### src/rtl/queue_calc_pkg.sv
// Shared types for the queue calculator: opcodes, error codes and FSM states.
package queue_calc_pkg;

   typedef enum logic [2:0] {
      OP_PUSH  = 3'd0,
      OP_POP   = 3'd1,
      OP_ADD   = 3'd2,
      OP_SUB   = 3'd3,
      OP_MUL   = 3'd4,
      OP_DIV   = 3'd5,
      OP_MOD   = 3'd6,
      OP_CLEAR = 3'd7
   } op_e;

   typedef enum logic [1:0] {
      ERR_NONE      = 2'd0,
      ERR_UNDERFLOW = 2'd1,
      ERR_OVERFLOW  = 2'd2,
      ERR_DIV0      = 2'd3
   } err_e;

   typedef enum logic {
      S_IDLE = 1'b0,
      S_BUSY = 1'b1
   } state_e;

endpackage

### src/rtl/queue_calc_param_if.sv
// Command/status bundle between the host and the queue calculator.
interface queue_calc_param_if #(
   parameter int WIDTH = 8,
   parameter int DEPTH = 16
);
   localparam int CW = $clog2(DEPTH) + 1;

   logic [WIDTH-1:0] in;
   logic [2:0]       op;
   logic             apply;
   logic             ready;
   logic [WIDTH-1:0] head;
   logic [WIDTH-1:0] tail;
   logic [CW-1:0]    count;
   logic             empty;
   logic             full;
   logic             done;
   logic [1:0]       err;

   modport master (
      output in, op, apply,
      input  ready, head, tail, count, empty, full, done, err
   );

   modport slave (
      input  in, op, apply,
      output ready, head, tail, count, empty, full, done, err
   );
endinterface

### src/rtl/queue_calc_param_seq_divider.sv
// Unsigned restoring divider, one quotient bit per cycle; the first bit is
// resolved on the start edge so results are stable WIDTH-1 cycles later.
module seq_divider #(
   parameter int WIDTH = 8
) (
   input  logic             clk,
   input  logic             rst,
   input  logic             start,
   input  logic [WIDTH-1:0] dividend,
   input  logic [WIDTH-1:0] divisor,
   output logic             busy,
   output logic [WIDTH-1:0] quotient,
   output logic [WIDTH-1:0] remainder
);
   localparam int CNTW = $clog2(WIDTH + 1);

   logic [WIDTH-1:0] quo_q, quo_d, rem_q, rem_d, dvs_q, dvs_d;
   logic [CNTW-1:0]  cnt_q, cnt_d;
   logic [WIDTH-1:0] src_quo, src_rem;
   logic [WIDTH:0]   shifted, diff;

   assign busy      = (cnt_q != '0);
   assign quotient  = quo_q;
   assign remainder = rem_q;

   always_comb begin
      src_quo = start ? dividend : quo_q;
      src_rem = start ? '0 : rem_q;
      dvs_d   = start ? divisor : dvs_q;
      shifted = {src_rem, src_quo[WIDTH-1]};
      diff    = shifted - {1'b0, dvs_d};
      quo_d   = quo_q;
      rem_d   = rem_q;
      cnt_d   = cnt_q;
      if (start) begin
         cnt_d = CNTW'(WIDTH - 1);
      end else if (busy) begin
         cnt_d = cnt_q - CNTW'(1);
      end
      if (start || busy) begin
         // diff[WIDTH] is the borrow: set means the trial subtraction failed
         if (!diff[WIDTH]) begin
            rem_d = diff[WIDTH-1:0];
            quo_d = {src_quo[WIDTH-2:0], 1'b1};
         end else begin
            rem_d = shifted[WIDTH-1:0];
            quo_d = {src_quo[WIDTH-2:0], 1'b0};
         end
      end
   end

   always_ff @(posedge clk or posedge rst) begin
      if (rst) begin
         quo_q <= '0;
         rem_q <= '0;
         dvs_q <= '0;
         cnt_q <= '0;
      end else begin
         quo_q <= quo_d;
         rem_q <= rem_d;
         dvs_q <= dvs_d;
         cnt_q <= cnt_d;
      end
   end
endmodule

### src/rtl/queue_calc_param.sv
// Queue calculator: ring buffer of operands, single-cycle ALU ops and a
// multi-cycle DIV/MOD path through seq_divider.
module queue_calc_param
   import queue_calc_pkg::*;
#(
   parameter int WIDTH = 8,
   parameter int DEPTH = 16
) (
   input logic               clk,
   input logic               rst,
   queue_calc_param_if.slave bus
);
   localparam int PW = $clog2(DEPTH);
   localparam int CW = PW + 1;

   state_e           state_q, state_d;
   logic [PW-1:0]    rd_ptr_q, rd_ptr_d, wr_ptr_q, wr_ptr_d;
   logic [CW-1:0]    count_q, count_d;
   logic             done_q, done_d;
   err_e             err_q, err_d;
   op_e              op_q, op_d, op_sel;
   logic [WIDTH-1:0] mem_q [DEPTH];
   logic             mem_we, div_start, div_busy, is_binary, empty_w, full_w;
   logic [WIDTH-1:0] mem_wdata, opa, opb, tail_val, alu, quo, rem;

   assign op_sel    = op_e'(bus.op);
   assign opa       = mem_q[rd_ptr_q];
   assign opb       = mem_q[rd_ptr_q + PW'(1)];
   assign tail_val  = mem_q[wr_ptr_q - PW'(1)];
   assign empty_w   = (count_q == '0);
   assign full_w    = (count_q == CW'(DEPTH));
   assign is_binary = op_sel inside {OP_ADD, OP_SUB, OP_MUL, OP_DIV, OP_MOD};

   assign bus.ready = (state_q == S_IDLE);
   assign bus.head  = empty_w ? '0 : opa;
   assign bus.tail  = empty_w ? '0 : tail_val;
   assign bus.count = count_q;
   assign bus.empty = empty_w;
   assign bus.full  = full_w;
   assign bus.done  = done_q;
   assign bus.err   = err_q;

   always_comb begin
      alu = '0;
      case (op_sel)
         OP_ADD:  alu = opa + opb;
         OP_SUB:  alu = opa - opb;
         OP_MUL:  alu = opa * opb;
         default: alu = '0;
      endcase
   end

   always_comb begin
      state_d   = state_q;
      rd_ptr_d  = rd_ptr_q;
      wr_ptr_d  = wr_ptr_q;
      count_d   = count_q;
      done_d    = 1'b0;
      err_d     = err_q;
      op_d      = op_q;
      mem_we    = 1'b0;
      mem_wdata = bus.in;
      div_start = 1'b0;
      case (state_q)
         S_IDLE: begin
            if (bus.apply) begin
               if ((op_sel == OP_POP && empty_w) || (is_binary && count_q < CW'(2))) begin
                  err_d  = ERR_UNDERFLOW;
                  done_d = 1'b1;
               end else if (op_sel == OP_PUSH && full_w) begin
                  err_d  = ERR_OVERFLOW;
                  done_d = 1'b1;
               end else if ((op_sel == OP_DIV || op_sel == OP_MOD) && opb == '0) begin
                  err_d  = ERR_DIV0;
                  done_d = 1'b1;
               end else begin
                  err_d = ERR_NONE;
                  case (op_sel)
                     OP_PUSH: begin
                        mem_we   = 1'b1;
                        wr_ptr_d = wr_ptr_q + PW'(1);
                        count_d  = count_q + CW'(1);
                        done_d   = 1'b1;
                     end
                     OP_POP: begin
                        rd_ptr_d = rd_ptr_q + PW'(1);
                        count_d  = count_q - CW'(1);
                        done_d   = 1'b1;
                     end
                     OP_DIV, OP_MOD: begin
                        div_start = 1'b1;
                        op_d      = op_sel;
                        state_d   = S_BUSY;
                     end
                     OP_CLEAR: begin
                        rd_ptr_d = '0;
                        wr_ptr_d = '0;
                        count_d  = '0;
                        done_d   = 1'b1;
                     end
                     default: begin
                        mem_we    = 1'b1;
                        mem_wdata = alu;
                        rd_ptr_d  = rd_ptr_q + PW'(2);
                        wr_ptr_d  = wr_ptr_q + PW'(1);
                        count_d   = count_q - CW'(1);
                        done_d    = 1'b1;
                     end
                  endcase
               end
            end
         end
         S_BUSY: begin
            // Queue is frozen while busy, so the pointers still address the operands
            if (!div_busy) begin
               mem_we    = 1'b1;
               mem_wdata = (op_q == OP_DIV) ? quo : rem;
               rd_ptr_d  = rd_ptr_q + PW'(2);
               wr_ptr_d  = wr_ptr_q + PW'(1);
               count_d   = count_q - CW'(1);
               done_d    = 1'b1;
               state_d   = S_IDLE;
            end
         end
         default: state_d = S_IDLE;
      endcase
   end

   always_ff @(posedge clk or posedge rst) begin
      if (rst) begin
         state_q  <= S_IDLE;
         rd_ptr_q <= '0;
         wr_ptr_q <= '0;
         count_q  <= '0;
         done_q   <= 1'b0;
         err_q    <= ERR_NONE;
         op_q     <= OP_DIV;
      end else begin
         state_q  <= state_d;
         rd_ptr_q <= rd_ptr_d;
         wr_ptr_q <= wr_ptr_d;
         count_q  <= count_d;
         done_q   <= done_d;
         err_q    <= err_d;
         op_q     <= op_d;
      end
   end

   always_ff @(posedge clk) begin
      if (mem_we) mem_q[wr_ptr_q] <= mem_wdata;
   end

   seq_divider #(.WIDTH(WIDTH)) u_div (
      .clk       (clk),
      .rst       (rst),
      .start     (div_start),
      .dividend  (opa),
      .divisor   (opb),
      .busy      (div_busy),
      .quotient  (quo),
      .remainder (rem)
   );
endmodule

### src/flat_wrapper.sv
// flat-port wrapper written by rule: the top's interface ports become plain ports
module queue_calc_param_flat import queue_calc_pkg::*;
#(
   parameter int WIDTH = 8,
   parameter int DEPTH = 16
)
  (clk, rst, bus_in, bus_op, bus_apply, bus_ready, bus_head, bus_tail, bus_count, bus_empty, bus_full, bus_done, bus_err);
  queue_calc_param_if #(.WIDTH(WIDTH), .DEPTH(DEPTH)) bus_i ();
  input logic clk;
  input logic rst;
  input wire logic [$bits(bus_i.in)-1:0] bus_in;
  input wire logic [$bits(bus_i.op)-1:0] bus_op;
  input wire logic [$bits(bus_i.apply)-1:0] bus_apply;
  output wire logic [$bits(bus_i.ready)-1:0] bus_ready;
  output wire logic [$bits(bus_i.head)-1:0] bus_head;
  output wire logic [$bits(bus_i.tail)-1:0] bus_tail;
  output wire logic [$bits(bus_i.count)-1:0] bus_count;
  output wire logic [$bits(bus_i.empty)-1:0] bus_empty;
  output wire logic [$bits(bus_i.full)-1:0] bus_full;
  output wire logic [$bits(bus_i.done)-1:0] bus_done;
  output wire logic [$bits(bus_i.err)-1:0] bus_err;
  assign bus_i.in = bus_in;
  assign bus_i.op = bus_op;
  assign bus_i.apply = bus_apply;
  assign bus_ready = bus_i.ready;
  assign bus_head = bus_i.head;
  assign bus_tail = bus_i.tail;
  assign bus_count = bus_i.count;
  assign bus_empty = bus_i.empty;
  assign bus_full = bus_i.full;
  assign bus_done = bus_i.done;
  assign bus_err = bus_i.err;
  queue_calc_param #(.WIDTH(WIDTH), .DEPTH(DEPTH)) u_core (.clk(clk), .rst(rst), .bus(bus_i));
endmodule
### config.mk
export PLATFORM = sky130hd
export DESIGN_NAME = queue_calc_param_flat
export DESIGN_NICKNAME = d
export VERILOG_FILES = /design/src/rtl/queue_calc_pkg.sv /design/src/rtl/queue_calc_param_if.sv /design/src/rtl/queue_calc_param_seq_divider.sv /design/src/rtl/queue_calc_param.sv /design/src/flat_wrapper.sv
export SDC_FILE = /design/constraint.sdc
export NUM_CORES = 1
export LEC_CHECK = 0
export CORE_MARGIN = 2
export CORE_UTILIZATION = 35
export CTS_BUF_LIST = sky130_fd_sc_hd__clkbuf_2
export DETAILED_ROUTE_END_ITERATION = 8
export PLACE_DENSITY = 0.61
export SYNTH_ARGS = -nofsm -noshare
export SYNTH_HDL_FRONTEND = slang
export SYNTH_SLANG_ARGS = --single-unit
### constraint.sdc
create_clock -name clk -period 9.95 [get_ports clk]
set_input_delay 1.99 -clock clk [delete_from_list [all_inputs] [get_ports clk]]
set_output_delay 1.99 -clock clk [all_outputs]
set_load 0.01 [all_outputs]
Word level (Yosys, flattened, before mapping)
Memories as Yosys holds them, arrays and structs flattened.
Cells that the tools add are included.
W data, S select, Z words.
{"block": "totals", "register_bits": 48, "ramBits": 128, "input_bits": 14, "output_inout_bits": 27, "wordCells": 133, "n_memories": 1}
{"memory": "u_core.mem_q", "depth": 16, "width": 8, "read_ports": 3, "rd_ports_with_merged_regs": 0, "wr": 1, "line_no": "queue_calc_param.sv:22", "source": "logic [WIDTH-1:0] mem_q [DEPTH];"}
{"block": "op_classes", "addsub": 10, "mul": 1, "order_cmp": 1, "eq_ne": 17, "n_mux": 65, "n_bitwise": 4, "n_reduce_logical": 23}
{"cell": "$mux W8", "n": 13}
{"cell": "$mux W4", "n": 12}
{"cell": "$mux W5", "n": 5}
{"cell": "$pmux W4 S2", "n": 3}
{"cell": "$pmux W8 S3", "n": 1}
{"cell": "$reduce_and A6 Y1", "n": 4}
{"cell": "$mux W1", "n": 21}
{"cell": "$ne A2 B2 Y1 const B", "n": 8}
{"cell": "$pmux W8 S2", "n": 1}
{"cell": "$eq A3 B3 Y1 const B", "n": 5}
{"cell": "$pmux W5 S3", "n": 1}
{"cell": "$pmux W4 S3", "n": 1}
{"cell": "$pmux W5 S2", "n": 1}
{"cell": "$sub A9 B8 Y9", "n": 1}
{"cell": "$add A4 B1 Y4 const B", "n": 2}
{"cell": "$add A8 B8 Y8", "n": 1}
{"cell": "$logic_not A8 Y1", "n": 1}
{"cell": "$mul A8 B8 Y8", "n": 1}
{"cell": "$sub A4 B1 Y4 const B", "n": 2}
{"cell": "$sub A8 B8 Y8", "n": 1}
{"cell": "$eq A3 B2 Y1 const B", "n": 2}
{"cell": "$mux W2", "n": 3}
{"cell": "$pmux W1 S2", "n": 3}
{"cell": "$reduce_or A3 Y1", "n": 2}
{"cell": "18 further kinds", "n": 26}

Depth between registers and ports, before layout
An unclocked memory read counts as a cell.
{"block": "logic_depth", "word_depth": 12, "ltp_mapped": 26, "depth_no_buf": 23}

Cells and area by module
Synthesis repeated with hierarchy kept, for this count alone.
{"block": "unflattened", "cells_unflattened": 954, "area_unflattened_um2": 11881.4}
{"mod": "queue_calc_param", "n_inst": 1, "cells_per_inst": 770, "area_per_inst_um2": 10147.2}
{"mod": "seq_divider", "n_inst": 1, "cells_per_inst": 184, "area_per_inst_um2": 1734.2}

Worst setup path before layout
No wires, ideal clock.
{"block": "synth_timing", "path_kind": "reg-to-reg", "startpoint": "register u_core.rd_ptr_q[0]", "endpoint": "memory u_core.mem_q[0][7] (data pin)", "t_arrival_ps": 6077, "path_slack_ps": 3578, "path_stages_with_launch": 23, "path_buffers": 3, "cell_sequence": "dfrtp_1 > ha_1 > buf_4 > buf_4 > buf_1 > mux4_1 > mux2i_1 > nand2_1 > fa_1 > fa_1 > inv_1 > fa_1 > inv_1 > fa_1 > inv_1 > ha_1 > a21oi_1 > xnor2_1 > xnor2_1 > xnor2_1 > xnor3_1 > a211oi_1 > o22ai_1"}
{"block": "synth_via", "elab_chain_len": 10}
{"item": "start: declaration", "line_no": "queue_calc_param.sv:17", "source": "logic [PW-1:0] rd_ptr_q, rd_ptr_d, wr_ptr_q, wr_ptr_d;"}
{"item": "start signal: assignment", "line_no": "queue_calc_param.sv:140", "source": "rd_ptr_q <= rd_ptr_d;"}
{"item": "$add A4 B1 Y4", "line_no": "queue_calc_param.sv:28", "source": "assign opb = mem_q[rd_ptr_q + PW'(1)];"}
{"item": "$mem_v2 Z16 W8 *"}
{"item": "$mul A8 B8 Y8 (tied with other cells)", "line_no": "queue_calc_param.sv:48", "source": "OP_MUL: alu = opa * opb;"}
{"item": "$pmux W8 S3", "line_no": "queue_calc_param.sv:45", "source": "case (op_sel)"}
{"item": "$mux W8", "line_no": "queue_calc_param.sv:78", "source": "case (op_sel)"}
{"item": "$mux W8 *", "line_no": "queue_calc_param.sv:73", "source": "end else if ((op_sel == OP_DIV || op_sel == OP_MOD) && opb == '0) begin"}
{"item": "$mux W8 *", "line_no": "queue_calc_param.sv:70", "source": "end else if (op_sel == OP_PUSH && full_w) begin"}
{"item": "$mux W8 *", "line_no": "queue_calc_param.sv:67", "source": "if ((op_sel == OP_POP && empty_w) || (is_binary && count_q < CW'(2))) begin"}
{"item": "$mux W8 *", "line_no": "queue_calc_param.sv:66", "source": "if (bus.apply) begin"}
{"item": "$pmux W8 S2 *", "line_no": "queue_calc_param.sv:64", "source": "case (state_q)"}
{"item": "named net u_core.mem_wdata[7]", "line_no": "queue_calc_param.sv:24", "source": "logic [WIDTH-1:0] mem_wdata, opa, opb, tail_val, alu, quo, rem;"}
{"item": "end: declaration", "line_no": "queue_calc_param.sv:22"}
The timed path passes the listed nets; every way through them passes the cells marked *.

Final worst setup path
{"block": "layout_timing", "startpoint": "register u_core.rd_ptr_q[1]", "endpoint": "memory u_core.mem_q[8][7] (data pin)"}
The elaborated chain is that of the path after synthesis.

==> out/results.md <==
Outcome
- **status** completed

GRT
- **GR Util met1** 25.7%
- **met2 Resource Use GR** 31.4%
- **via count of the first global-routing pass** 8435
- **number of antenna violations at the first check in global routing** 2
- **largest net degree at the start of global routing** 49
- **residual overflow from global routing** 0
- **global-route wire length before repair** 51800 um
- **Most Used Layer, Global Route** met2
- **Total Routing Usage GR** 19.2%
- **global routing usage on met3** 3.52%

Clock tree
- **post-CTS setup buffers** 0
- **number of sinks driven by the clock tree** 176
- **number of hold buffers added after cts** 0
- **Clock Path Buffers** 2
- **clock tree root buffer cell** clkbuf_2
- **maximum level of the CTS H-tree** 4
- **clock tree from TritonCTS** yes
- **TritonCTS Buffers** 17
- **CTS clock-pin slew for the worst setup and hold paths** 0.32 ns
- **later-pin clock latency in the skew report** 0.82 ns
- **cts repair resizes** 0

Floorplan
- **Die H** 190 um
- **initial standard-cell utilization of the core** 35.8%
- **num ports** 41
- **area of the core** 33700 um^2
- **num rows** 67
- **floorplan die width** 190 um
- **total die area** 36000 um^2

Synthesis
- **number of distinct library cells after synthesis** 69
- **syn avg cell area** 12.2 um^2
- **share of synthesized area occupied by flip-flops and latches** 41.8%
- **number of enable-type register cells in the synthesized netlist** 128
- **library cell with the highest instance count after synthesis** edfxtp_1
- **Net Count, Synth** 1060
- **share of the synthesized area in the top cell type** 31.9%
- **Synth area leader** edfxtp_1
- **cell area after synthesis** 12100 um^2
- **biggest area contributors in the synthesized netlist** edfxtp_1, mux4_2, dfrtp_1, mux4_1, ha_1
- **Yosys warning count** 0
- **Synth top cells by count** edfxtp_1, nand2_1, mux4_2
- **predominant post-synthesis flop cell** edfxtp_1
- **Post-Synthesis Cells** 989
- **total of flip-flops plus latches after synthesis** 176
- **fraction of registers with async set or reset after synthesis** 27.3%

STA
- **unrepaired setup endpoints after global routing** no
- **Tightest Pin Transition** 1.17 ns
- **Final Critical Period** 8.13 ns
- **final hold violation count** 0
- **number of max-slew violations in the final report** 0
- **Achievable Freq** 123 MHz
- **period utilization** 81.7%
- **worst setup skew after layout** 0.0795 ns
- **tightest slew margin relative to the limit** 22.0%
- **final setup fails** 0
- **Total Negative Setup Slacks** 0 ns

Placement
- **count of input and output buffers** 40
- **total half-perimeter wirelength after legalization and detailed placement** 23900 um
- **Final Wtd Congestion** 0.866

Detailed routing
- **wire per inst** 23.2 um
- **1st-iter DRT viols** 920
- **DRC violation count after routing** 0
- **iteration count of the initial detailed-routing pass** 8
- **antenna-violating nets left** 0
- **number of vias per cell** 5.88
- **count of vias placed by the detailed router** 8734
- **routed wire length** 34400 um

Worst setup path
- **critical path capture point type** register
- **Worst Setup SP** u_core.rd_ptr_q[1]
- **Setup crit start kind** register
- **required time reported for the critical path endpoint** 10.38 ns
- **CP Class** reg -> reg
- **R2R Setup Slk** 1.82 ns
- **R2R cell count** 22
- **signal arrival time at the worst endpoint** 8.56 ns
- **peak fanout along the critical path** 36
- **critical register-to-register path startpoint** u_core.rd_ptr_q[1]
- **capture point of the worst reg-to-reg path** u_core.mem_q[8][7]
- **capturing element of the worst setup path** u_core.mem_q[8][7]

Cells and area
- **area grow syn2layout** 9.72%
- **fraction of layout cells with a size suffix above 1** 16.3%
- **Final nets** 1094
- **Post-Route Utilization** 39.3%

Min path
- **Hold Crit Class** reg -> reg

Flow run
- **total of max-cap violations** 0

kinds of logic after synthesis:
logic type               synth area share [%]
AO/OA/AOI/OAI                            10.9
XOR/XNOR                                 3.02
adder cells (fa/ha/maj)                  6.78
buffers and inverters                    4.43
flip-flops                               41.8
multiplexers                             22.9
AND/OR/NAND/NOR                          10.1
layout by cell type (no fill, tap or decap), drive strengths merged, types with 6 or more instances in the layout:
cell / instances
edfxtp: 128
nand2: 97
mux4: 97
inv: 65
nor2: 64
dfrtp: 46
o21ai: 45
mux2i: 43
ha: 43
clkdlybuf4s50: 40
buf: 34
a21oi: 33
nor2b: 25
a211oi: 20
xnor2: 20
clkbuf: 17
xor2: 16
nor3: 16
and2: 14
o211ai: 14
fa: 14
nand3: 13
a31oi: 11
a21o: 10
nand2b: 9
a221oi: 8
o31ai: 8
a22oi: 8
mux2: 6
o21a: 6
clkinv: 6
worst max-delay path: stages, from the launching register on:
cell and delay, ns:
dfrtp_1 0.40, buf_4 0.46, ha_2 0.40, xor2_4 0.57
mux4_1 0.38, mux2i_1 0.10, a21oi_1 0.91, nand2_1 0.16
fa_1 0.46, fa_1 0.56, inv_1 0.05, fa_1 0.47
inv_1 0.05, fa_1 0.53, inv_1 0.04, ha_1 0.31
a21oi_1 0.17, xnor2_1 0.17, xnor2_1 0.12, xnor2_1 0.13
xnor3_1 0.36, a211oi_1 0.08, o22ai_1 0.88
worst min-delay path by stage:
| stage | start | to | depth (start not counted) |
|---|---|---|---|
| floorplan | u_core.op_q[1] | u_core.op_q[1] | 2 |
| global placement | u_core.op_q[1] | u_core.op_q[1] | 2 |
| detailed placement | u_core.op_q[1] | u_core.op_q[1] | 2 |
| CTS | u_core.op_q[1] | u_core.op_q[1] | 2 |
| global route | u_core.op_q[1] | u_core.op_q[1] | 2 |
| finish | u_core.op_q[1] | u_core.op_q[1] | 2 |
per-layer routing:
layer	wire length, um	up-vias
met4	1000	2
met1	14300	4436
met5	11	-
li1	-	3853
met3	2270	64
met2	16800	379
per-stage QoR:
step	hold slack [ns]	std cells	instance area [um^2]	setup slack (ns)
2_1_floorplan	0.441	989	12100	3.58
3_3_place_gp	0.460	1452	13000	2.12
3_5_place_dp	0.466	1452	13000	1.95
4_1_cts	0.522	1484	13200	1.84
5_1_grt	0.549	1485	13200	1.39
6_report	0.517	1485	13200	1.82
registers in the layout, indices dropped and copies added, names as in the netlist:
name                    cells
u_core.u_div.quotient       8
u_core.rd_ptr_q             4
u_core.bus.done             1
u_core.wr_ptr_q             4
u_core.state_q              1
u_core.bus.count            5
u_core.u_div.remainder      8
u_core.u_div.dvs_q          8
u_core.u_div.cnt_q          4
u_core.mem_q              128
u_core.op_q                 3
u_core.bus.err              2
layout make-up:
class                      count  area [um^2]
tap                          448          561
fill                        3233        20500
timing repair buffer          74          656
inverter                      58          218
clock buffer                  17         85.1
sequential                   176         5050
multi-input combinational    696         6510
clock inverter                15          146
antenna                        1         2.50
Power is left out: the tool's default activity adds up to more than one toggle a clock period on the data nets, which glitch-free logic cannot reach.
